==> config.mk <==
export PLATFORM = sky130hd
export DESIGN_NAME = rom_loader_flat
export DESIGN_NICKNAME = d
export VERILOG_FILES = /design/src/rtl/rom_loader_if.sv /design/src/rtl/rom_loader.sv /design/src/flat_wrapper.sv
export SDC_FILE = /design/constraint.sdc
export NUM_CORES = 1
export LEC_CHECK = 0
export BUFFER_PORTS_ARGS = -buffer_cell sky130_fd_sc_hd__buf_4
export CAP_MARGIN = 15
export CORE_ASPECT_RATIO = 1.4
export CORE_MARGIN = 2
export CORE_UTILIZATION = 58
export CTS_CLUSTER_DIAMETER = 50
export DETAILED_ROUTE_END_ITERATION = 12
export PLACE_DENSITY = 0.93
export SLEW_MARGIN = 0
export SYNTH_ARGS = -nofsm -noshare
export SYNTH_HDL_FRONTEND = slang
export SYNTH_SLANG_ARGS = --single-unit
==> constraint.sdc <==
create_clock -name clk -period 5.1 [get_ports clk]
set_input_delay 0 -clock clk [delete_from_list [all_inputs] [get_ports clk]]
set_output_delay 0 -clock clk [all_outputs]
set_load 0.01 [all_outputs]
==> src/rtl/rom_loader_if.sv <==
// Byte-stream input and ROM write port of the Hack ROM loader.
// The loader takes the slave view; the byte source / ROM side takes the master view.
interface rom_loader_if #(
  parameter int ADDR_WIDTH = 15
);
  logic [7:0]            in_data;
  logic                  in_valid;
  logic                  in_ready;
  logic [ADDR_WIDTH-1:0] rom_addr;
  logic [15:0]           rom_data;
  logic                  rom_we;

  modport master (
    output in_data, in_valid,
    input  in_ready, rom_addr, rom_data, rom_we
  );

  modport slave (
    input  in_data, in_valid,
    output in_ready, rom_addr, rom_data, rom_we
  );
endinterface

==> src/rtl/rom_loader.sv <==
// Fills the Hack instruction ROM from a length-prefixed big-endian byte stream,
// holding the CPU in reset until the whole program has been written.
module rom_loader #(
  parameter int ADDR_WIDTH = 15
) (
  input  logic        clk,
  input  logic        reset,
  rom_loader_if.slave bus,
  output logic        cpu_reset,
  output logic        done,
  output logic        error,
  output logic [15:0] word_count
);

  typedef enum logic [2:0] {
    LEN_HI,
    LEN_LO,
    DATA_HI,
    DATA_LO,
    FLUSH,
    DONE,
    ERROR
  } state_t;

  // Seventeen bits so a 16-bit ADDR_WIDTH still has a representable capacity.
  localparam logic [16:0] CAPACITY = 17'(1) << ADDR_WIDTH;

  state_t                state;
  logic [7:0]            len_hi;
  logic [7:0]            data_hi;
  logic [15:0]           len;
  logic [ADDR_WIDTH-1:0] addr_cnt;
  logic                  accept;
  logic [15:0]           full_len;

  assign accept   = bus.in_valid && bus.in_ready;
  assign full_len = {len_hi, bus.in_data};

  always_ff @(posedge clk) begin
    if (reset) begin
      state        <= LEN_HI;
      len_hi       <= 8'd0;
      data_hi      <= 8'd0;
      len          <= 16'd0;
      addr_cnt     <= '0;
      bus.in_ready <= 1'b1;
      bus.rom_addr <= '0;
      bus.rom_data <= 16'd0;
      bus.rom_we   <= 1'b0;
      cpu_reset    <= 1'b1;
      done         <= 1'b0;
      error        <= 1'b0;
      word_count   <= 16'd0;
    end else begin
      bus.rom_we <= 1'b0;
      case (state)
        LEN_HI: begin
          if (accept) begin
            len_hi <= bus.in_data;
            state  <= LEN_LO;
          end
        end
        LEN_LO: begin
          if (accept) begin
            len <= full_len;
            if (full_len == 16'd0) begin
              state        <= FLUSH;
              bus.in_ready <= 1'b0;
            end else if ({1'b0, full_len} > CAPACITY) begin
              state        <= ERROR;
              bus.in_ready <= 1'b0;
              error        <= 1'b1;
            end else begin
              state <= DATA_HI;
            end
          end
        end
        DATA_HI: begin
          if (accept) begin
            data_hi <= bus.in_data;
            state   <= DATA_LO;
          end
        end
        DATA_LO: begin
          // A full-capacity program wraps addr_cnt back to 0 with no extra write.
          if (accept) begin
            bus.rom_data <= {data_hi, bus.in_data};
            bus.rom_addr <= addr_cnt;
            bus.rom_we   <= 1'b1;
            addr_cnt     <= addr_cnt + ADDR_WIDTH'(1);
            word_count   <= word_count + 16'd1;
            if (word_count + 16'd1 == len) begin
              state        <= FLUSH;
              bus.in_ready <= 1'b0;
            end else begin
              state <= DATA_HI;
            end
          end
        end
        FLUSH: begin
          state     <= DONE;
          done      <= 1'b1;
          cpu_reset <= 1'b0;
        end
        DONE: begin
        end
        ERROR: begin
        end
        default: begin
          state        <= ERROR;
          bus.in_ready <= 1'b0;
          error        <= 1'b1;
        end
      endcase
    end
  end

endmodule

==> src/flat_wrapper.sv <==
// flat-port wrapper written by rule: the top's interface ports become plain ports
module rom_loader_flat 
#(
  parameter int ADDR_WIDTH = 15
)
  (clk, reset, cpu_reset, done, error, word_count, bus_in_data, bus_in_valid, bus_in_ready, bus_rom_addr, bus_rom_data, bus_rom_we);
  rom_loader_if #(.ADDR_WIDTH(ADDR_WIDTH)) bus_i ();
  input  logic clk;
  input  logic reset;
  output logic cpu_reset;
  output logic done;
  output logic error;
  output logic [15:0] word_count;
  input wire logic [$bits(bus_i.in_data)-1:0] bus_in_data;
  input wire logic [$bits(bus_i.in_valid)-1:0] bus_in_valid;
  output wire logic [$bits(bus_i.in_ready)-1:0] bus_in_ready;
  output wire logic [$bits(bus_i.rom_addr)-1:0] bus_rom_addr;
  output wire logic [$bits(bus_i.rom_data)-1:0] bus_rom_data;
  output wire logic [$bits(bus_i.rom_we)-1:0] bus_rom_we;
  assign bus_i.in_data = bus_in_data;
  assign bus_i.in_valid = bus_in_valid;
  assign bus_in_ready = bus_i.in_ready;
  assign bus_rom_addr = bus_i.rom_addr;
  assign bus_rom_data = bus_i.rom_data;
  assign bus_rom_we = bus_i.rom_we;
  rom_loader #(.ADDR_WIDTH(ADDR_WIDTH)) u_core (.clk(clk), .reset(reset), .bus(bus_i), .cpu_reset(cpu_reset), .done(done), .error(error), .word_count(word_count));
endmodule
Word-level counts from Yosys, hierarchy flattened
Index checks and enable logic that the tools add are counted.
Widths: inputs -> output; s select.
{"block": "word_totals", "regBits": 102, "latch_bits": 0, "ramBits": 0, "rom_bits": 0, "in_bits": 11, "output_inout_bits": 52, "elab_cells": 68, "mem_count": 0}
{"block": "classes", "n_addsub": 2, "mul": 0, "n_div": 0, "order_cmp": 1, "eq_ne": 15, "shift": 0, "muxes": 19, "bitwise": 4, "n_reduce_logical": 14}
{"cell": "$mux 3", "count": 7}
{"cell": "$pmux 3 s6", "count": 1}
{"cell": "$add 16x1->16 const B", "count": 1}
{"cell": "$eq 16x16->1", "count": 1}
{"cell": "$gt 16x16->1 const B", "count": 1}
{"cell": "$logic_not 16->1", "count": 1}
{"cell": "$add 15x1->15 const B", "count": 1}
{"cell": "$ne 2x1->1 const B", "count": 6}
{"cell": "$reduce_and 5->1", "count": 2}
{"cell": "$eq 3x3->1 const B", "count": 3}
{"cell": "$mux 1", "count": 9}
{"cell": "$reduce_and 2->1", "count": 4}
{"cell": "$eq 3x2->1 const B", "count": 2}
{"cell": "$reduce_or 6->1", "count": 1}
{"cell": "$reduce_or 5->1", "count": 1}
{"cell": "$not 1->1", "count": 4}
{"cell": "$reduce_and 4->1", "count": 1}
{"cell": "$reduce_or 2->1", "count": 2}
{"cell": "$eq 3x1->1 const B", "count": 1}
{"cell": "$logic_not 3->1", "count": 1}
{"cell": "$ne 3x1->1 const B", "count": 1}
{"cell": "$pmux 1 s3", "count": 1}
{"cell": "$ne 2x2->1 const B", "count": 1}
{"cell": "$pmux 1 s2", "count": 1}
{"cell": "$logic_and 1x1->1", "count": 1}

Depth between registers and ports, before layout
Gate-level depths: netlist (run 1).
{"block": "logic_depth", "ltp_word": 5, "depth_mapped": 9, "mapped_depth_nobuf": 7}

Worst setup path before layout (run 1)
Ideal clock, no wire load.
{"block": "synth_timing", "kind": "register to register", "from": "reg u_core.word_count[0]", "to": "reg u_core.state[2]", "setup_ps": 88, "arrival_time_ps": 2946, "required_time_ps": 5012, "slack_ps": 2066, "stages_incl_launch_ff": 8, "path_buffers": 0, "synth_period_minus_slack_ps": 3034, "cell_sequence": "dfxtp_1 ha_1 nand3_2 or3_1 a2111o_1 or4_1 or4_4 a311oi_2"}
{"block": "synth_via", "elab_chain_len": 5}
{"element": "start: declaration", "line": "rom_loader.sv:12", "text": "output logic [15:0] word_count"}
{"element": "start signal: assignment", "line": "rom_loader.sv:91", "text": "word_count <= word_count + 16'd1;"}
{"element": "$add 16x1->16", "line": "rom_loader.sv:92", "text": "if (word_count + 16'd1 == len) begin"}
{"element": "$eq 16x16->1", "line": "rom_loader.sv:92"}
{"element": "$mux 3", "line": "rom_loader.sv:92"}
{"element": "$mux 3", "line": "rom_loader.sv:86", "text": "if (accept) begin"}
{"element": "$pmux 3 s6", "line": "rom_loader.sv:56", "text": "case (state)"}
{"element": "end signal: assignment", "line": "rom_loader.sv:60", "text": "state <= LEN_LO;"}
{"element": "end signal: assignment", "line": "rom_loader.sv:93", "text": "state <= FLUSH;"}
{"element": "end signal: assignment", "line": "rom_loader.sv:96", "text": "state <= DATA_HI;"}
{"element": "end: declaration", "line": "rom_loader.sv:28", "text": "state_t state;"}
No other way between the ends. The select of a mux whose other input is x is not followed.
A chain may end at the register's enable or synchronous reset.

Worst setup path in the final report (run 1)
Same ends and word-level chain as after synthesis.

==> metrics.md, run 1 <==
| Metric | Value |
|---|---|
| Crit share post-route | 62.67% |
| Highest-count cells in the layout ignoring fill and taps | nand2_1, dfxtp_1, buf_4 |
| Initial antenna violation count | 0 |
| Deepest level of the CTS H-tree | 3 |
| Max-Slew Margin vs Limit | a little over a third |
| Net Sw Frac | 25.06% |
| Switch Pwr | 347.2 uW |
| Syn. warnings | 0 |
| Dpl hpwl | just under 7000 um |
| Critical R2R Launch | u_core.word_count[0] |
| Number of max-slew violations in the final report | 0 |
| Final setup vio count | 0 |
| Arr. time, crit path | 3.47 ns |
| Fin nets | 592 |
| RR Endpoint | u_core.state[2] |
| Final instance area | between 0.005 and 0.006 sq mm |
| Clk_skew | 0.01244 ns |
| Combinational fraction of design power | under 10% |
| Initial core utilization | 59.90% |
| Largest net degree at the start of global routing | just over 100 |
| Hold depth | 5 |
| Worst slack, placed | just under 2 ns |
| Total GRT Usage | 24.66% |
| Register area | 0.002042 sq mm |
| Routed Antenna Nets | 0 |
| Mean Syn Cell Area | 8.403 sq um |
| Max-cap violations | 0 |
| Vias in the first global route | 3,453 |
| DP Area | around 0.0049 sq mm |
| CTS tree | yes |
| Port Buf Inserts | 62 |
| Crit start category | flop |
| Ant diodes | 0 |
| DR DRC count | 0 |
| Overflow after GRT | 0 |
| Post-synth EDFFs | 0 |
| Area of the multi-input gates | 0.002222 sq mm |
| Adder-cell share of the synthesized area | less than 1% |
| Wire per inst | 14.71 um |
| RSZ-0062 raised after global routing | no |
| Die W | 77.92 um |
| CP max FO | 8 |
| First-pass GRT wire length | 16,330 um |
| Gpl congestion | 0.9020 |
| Num ports | 63 |
| Hold Path Origin | bus_in_valid |
| Worst-case vdd ir drop | between 0.0002 and 0.0003 V |
| Clk buf depth | 2 |
| Reg2Reg Depth | 7 |
| P_int | between 1000 and 1500 uW |
| Critical Path RT | 5.38 ns |
| Clock power frac | between 30% and 40% |
| Worst slew pin tran | 0.9750 ns |
| Vias | roughly 3,800 |
| Inserted Clock Buffers | 9 |
| Synthesized area | 0.004437 sq mm |
| Final setup margin | around 1.9 ns |
| Hold Crit Class | in -> reg |
| CP Capture Type | flop |
| Max incr delay on CP | ~0.55 ns |
| Row count | 37 |
| Synth Instances | about 530 |
| Total Wirelength | 9985 um |
| Area Growth Syn to Fin | 15.48% |
| Max Clk Rate | 312.9 MHz |
| Ys async rst share | 0% |
| Post-CTS Setup Bufs | 0 |
| Seq pwr share | 60.4% |
| Layout cell share with drive strength beyond 1 | 15.29% |
| Simple-gate portion of the synthesized area | 25.66% |
| Complex-gate fraction of the synthesized area | under 10% |
| Pwr/cell area | 270.4 mW/mm^2 |
| Most common cell after layout, fill and taps aside | nand2_1 |
| Final min period | ~3.2 ns |
| Sequential area share after synthesis | 46.02% |
| Clock sinks | about 100 |
| Leak | 0.001925 uW |
| Synth Net Count | 541 |
| Layout fillers | 582 |
| Ys flop type | dfxtp_1 |
| Die footprint | 0.008375 sq mm |
| Crit-path cells | ha_1 -> nand3_2 -> or3_1 -> a2111o_1 -> or4_1 -> or4_4 -> a311oi_2 |
| Post-synth cell types | 55 |
| Critical path type | reg -> reg |
| Status | finished, final reports clean |
| Synth Area in XOR/XNOR | 10.58% |
| Synth Register Bits | 102 |
| Fraction of synthesized area in multiplexers | 3.610% |
| Die height | 107.5 um |
| Root Buffer | clkbuf_8 |
| Placeable Area | 0.007407 sq mm |
| Hold Path End | u_core.state[0] |
| Drt pass-1 iters | 4 |
| Worst path slowest cell | or4_4 |
| Fin Setup TNS | 0 ns |
| Largest family of logic cells by synthesized area | simple AND/OR/NAND/NOR gates |
| Clk_lat worst skew | 0.36 ns |
| Via density | roughly 5.6 |
| Final hold vios | 0 |
| Reg-to-reg setup timing slack | around 1.9 ns |
| Drt initial violations | approximately 240 |
| Clk slew on worst S/H paths | about 0.10 ns |
-- registers in the layout, indices dropped and copies added, names as in the netlist --
name                 count
u_core.bus.rom_data     16
u_core.len              16
u_core.word_count       16
u_core.addr_cnt         15
u_core.bus.rom_addr     15
u_core.data_hi           8
u_core.len_hi            8
u_core.state             3
u_core.bus.in_ready      1
u_core.bus.rom_we        1
u_core.cpu_reset         1
u_core.done              1
u_core.error             1
-- critical path, delay by kind of cell (launching register included) --
kind | cells | cell delay, ns
fa+ha+maj | 1 | 0.35
flops | 1 | 0.47
compound gates | 2 | 0.67
simple gates | 4 | 1.63
-- metal layers --
layer	share of wire (%)	wire length (um)	track usage, %
met3	3.8	380	4.027
met4	3.1	308	13.16
met1	41	4122	29.75
met2	52	5173	41.93
met5	0	0	0
-- cell type report --
cell class | instances | area share, %
flip-flops and latches | 102 | 39.85
clock buffers | 11 | 2.564
inverters | 4 | 0.2930
clock inverters | 3 | 0.4640
well taps | 97 | 2.369
repair buffers | 73 | 11.09
multi-input cells | 389 | 43.37
-- cells in the mapped netlist (all sizes together) (6+ instances only) --
master / count / area, sq um
nor2: 64 / 240.2
nand3: 13 / 70.07
mux2i: 16 / 160.2
xor2: 26 / 227.7
dfxtp: 102 / 2042
nand4: 12 / 75.07
and4: 7 / 62.56
clkbuf: 24 / 93.84
o21ai: 6 / 30.03
a21oi: 53 / 265.3
xnor2: 22 / 219.0
buf: 9 / 63.81
nand2: 118 / 450.4
-- power by group through the flow --
stage	combinational [uW]	clock (uW)	sequential, uW
3_5_place_dp	113	0	854
3_3_place_gp	109	0	853
2_1_floorplan	88.1	0	845
5_1_grt	132	473	839
6_report	120	429	837
4_1_cts	119	438	835
-- logic make-up after synthesis --
group	count (synthesis)
simple gates	248
flops	102
compound gates	74
xor+xnor	49
buf+inv	37
mux	16
fa+ha+maj	2
-- timing repair --
item	in CTS	in global routing
hold buffers	8	0
hold endpoints to repair	32	0
gates resized for setup	0	0
-- stage by stage --
step | utilization (%) | total power (uW) | instances | hold slack, ns
floorplan | - | 933.4 | 528 | 0.1048
global placement | 66.00 | 961.9 | 657 | 0.2896
detailed placement | 66.00 | 967.3 | 657 | 0.2950
CTS | 69.17 | 1392 | 679 | 0.1071
global route | 69.17 | 1445 | 679 | 0.1411
finish | 69.17 | 1386 | 679 | 0.1376
-- worst max-delay path by stage --
stage,startpoint,end
floorplan,u_core.word_count[0],u_core.state[2]
global placement,u_core.word_count[0],u_core.state[2]
detailed placement,u_core.word_count[0],u_core.state[2]
CTS,u_core.word_count[0],u_core.state[2]
global route,u_core.word_count[0],u_core.state[2]
finish,u_core.word_count[0],u_core.state[2]
Power figures use the tool's default switching activity.
==> run 2, diff against run 1 <==
--- a/config.mk
+++ b/config.mk
@@ -9,10 +9,10 @@
 export CAP_MARGIN = 15
 export CORE_ASPECT_RATIO = 1.4
 export CORE_MARGIN = 2
-export CORE_UTILIZATION = 58
+export CORE_UTILIZATION = 51
 export CTS_CLUSTER_DIAMETER = 50
 export DETAILED_ROUTE_END_ITERATION = 12
-export PLACE_DENSITY = 0.93
+export PLACE_DENSITY = 0.87
 export SLEW_MARGIN = 0
 export SYNTH_ARGS = -nofsm -noshare
 export SYNTH_HDL_FRONTEND = slang
==> constraint.sdc (replaced) <==
create_clock -name clk -period 2.9 [get_ports clk]
set_input_delay 0 -clock clk [delete_from_list [all_inputs] [get_ports clk]]
set_output_delay 0 -clock clk [all_outputs]
set_load 0.01 [all_outputs]
==> run 2 against run 1 <==
  * Hold slack hardly changed
  * Clock-buffer cell count up 2
  * Largest power group unchanged
  * Clock skew decreased by 0.0066 ns
  * Die area grew 13%
  * Largest cell class unchanged
==> metrics.md, run 2 (synthesized netlist as in run 1, its figures left out) <==
| Metric | Value |
|---|---|
| Status | finished, final reports clean |
| Overflow after GRT | 0 (unchanged) |
| RSZ-0062 raised after global routing | no |
| Vias | 3,801 (+0.45%) |
| Total Wirelength | 10,130 um (+1.4%) |
| Critical path type | reg -> reg |
| Net Sw Frac | 23.20% (-1.9 points) |
| Drt pass-1 iters | 4 (unchanged) |
| Crit start category | flop |
| Highest-count cells in the layout ignoring fill and taps | nand2_1, dfxtp_1, buf_4 |
| Die W | 82.83 um (+6.3%) |
| CTS tree | yes |
| Inserted Clock Buffers | 9 (unchanged) |
| Num ports | 63 (unchanged) |
| Via density | 5.438 (-2.4%) |
| Clk buf depth | 2 (unchanged) |
| Clock sinks | 102 (unchanged) |
| Hold Crit Class | in -> reg |
| CP Capture Type | flop |
| Worst-case vdd ir drop | 0.0004624 V (+85%) |
| Final setup margin | 0.1190 ns (-1.785 ns) |
| Worst slew pin tran | 0.9954 ns (+0.02043 ns) |
| Die footprint | 0.009472 sq mm (+13%) |
| Port Buf Inserts | 62 (unchanged) |
| Critical Path RT | 3.15 ns (-2.23 ns) |
| Arr. time, crit path | 3.03 ns (-0.44 ns) |
| Drt initial violations | 304 (+29%) |
| Pwr/cell area | 513.1 mW/mm^2 (+90%) |
| Initial core utilization | 52.15% (-7.8 points) |
| Clk slew on worst S/H paths | 0.06 ns (-0.04 ns) |
| Crit share post-route | 95.90% (+33 points) |
| Wire per inst | 14.49 um (-1.5%) |
| Most common cell after layout, fill and taps aside | nand2_1 |
| Total GRT Usage | 21.95% (-2.7 points) |
| Max-cap violations | 0 (unchanged) |
| Seq pwr share | 53.9% (-6.5 points) |
| P_int | 2099 uW (+100%) |
| Largest registers | u_core.bus.rom_data x16, u_core.len x16, u_core.word_count x16 |
| Row count | 40 (+8.1%) |
| Final instance area | 0.005326 sq mm (+4.0%) |
| Final setup vio count | 0 (unchanged) |
| Ant diodes | 0 (unchanged) |
| Max Clk Rate | 359.6 MHz (+15%) |
| Clk_skew | 0.005808 ns (-0.006636 ns) |
| Routed Antenna Nets | 0 (unchanged) |
| Switch Pwr | 634.0 uW (+83%) |
| Largest net degree at the start of global routing | 103 (unchanged) |
| Layout cell share with drive strength beyond 1 | 17.17% (+1.9 points) |
| Number of max-slew violations in the final report | 0 (unchanged) |
| Fin Setup TNS | 0 ns (unchanged) |
| Die height | 114.4 um (+6.4%) |
| Initial antenna violation count | 0 (unchanged) |
| Clock power frac | 38.4% (+7.4 points) |
| Area Growth Syn to Fin | 20.05% |
| Placeable Area | 0.008508 sq mm (+15%) |
| DP Area | 0.004987 sq mm (+2.0%) |
| Combinational fraction of design power | 7.7% (-1.0 points) |
| Final min period | 2.781 ns (-0.4154 ns) |
| CP max FO | 3 (-5) |
| Deepest level of the CTS H-tree | 3 (unchanged) |
| Leak | 0.002033 uW (+5.6%) |
| Vias in the first global route | 3,711 (+7.5%) |
| Root Buffer | clkbuf_16 |
| Worst slack, placed | 0.03297 ns (-1.887 ns) |
| Fin nets | 603 (+1.9%) |
| Max-Slew Margin vs Limit | 33.64% (-1.4 points) |
| Layout fillers | 697 (+20%) |
| Final hold vios | 0 (unchanged) |
| Dpl hpwl | 7138 um (+3.8%) |
| First-pass GRT wire length | 17,040 um (+4.4%) |
| DR DRC count | 0 (unchanged) |
| Gpl congestion | 0.8601 (-4.6%) |
| Clk_lat worst skew | 0.34 ns (-0.02 ns) |
run 2: area by class of cell:
| type | instances | area [sq um] | area share, % |
|---|---|---|---|
| multi-input combinational | 389 | 2235 | 41.95 |
| tap | 105 | 131.4 | 2.467 |
| inverter | 4 | 15.01 | 0.2819 |
| timing repair buffer | 84 | 650.6 | 12.22 |
| clock inverter | 2 | 10.01 | 0.1879 |
| sequential | 102 | 2044 | 38.38 |
| clock buffer | 13 | 240.2 | 4.510 |
run 2: stage by stage:
stage	power [uW]	hold WS [ns]	util, %	instances
after CTS	2751	0.1251	62.50	698
after detailed placement	1703	0.2957	58.62	675
final	2733	0.1378	62.60	699
after global routing	2849	0.1720	62.60	699
after floorplan	1642	0.1048	-	528
after global placement	1694	0.2909	58.62	675
run 2: path summary, 6_finish.rpt:
path                   startpoint               end  slack (ns)  depth (start not counted)
max          u_core.word_count[1]   u_core.state[2]        0.12                          7
min                  bus_in_valid   u_core.state[0]        0.14                          5
max reg2reg  u_core.word_count[1]   u_core.state[2]        0.12                          7
min reg2reg      u_core.cpu_reset  u_core.cpu_reset        0.46                          2
run 2: worst max-delay path: stages, from the launching register on:
cell and delay [ns]:
dfxtp_2 0.36, ha_4 0.15, nand3_2 0.07, or3_1 0.36, a2111o_1 0.40, or4_1 0.52
or4_4 0.55, a311oi_2 0.27
run 2: routing by layer:
layer | part of all wire [%] | vias up | global-route usage [%]
li1 | - | 1905 | -
met1 | 40 | 1766 | 24.86
met2 | 53 | 111 | 39.46
met3 | 4.3 | 19 | 3.605
met4 | 2.8 | 0 | 11.69
met5 | 0 | - | 0
run 2: power groups by stage:
| stage | logic (uW) | clock network [uW] | registers [uW] |
|---|---|---|---|
| global placement | 194 | 0 | 1500 |
| floorplan | 155 | 0 | 1490 |
| detailed placement | 201 | 0 | 1500 |
| global route | 232 | 1140 | 1480 |
| CTS | 211 | 1070 | 1470 |
| finish | 212 | 1050 | 1470 |
run 2: what timing repair did:
| item | in CTS | in global routing |
|---|---|---|
| buffers inserted | 0 | 1 |
| hold buffers | 8 | 0 |
| endpoints found under the hold margin | 32 | 0 |
| endpoints found under the setup margin | 0 | 2 |
| resized for setup | 0 | 1 |
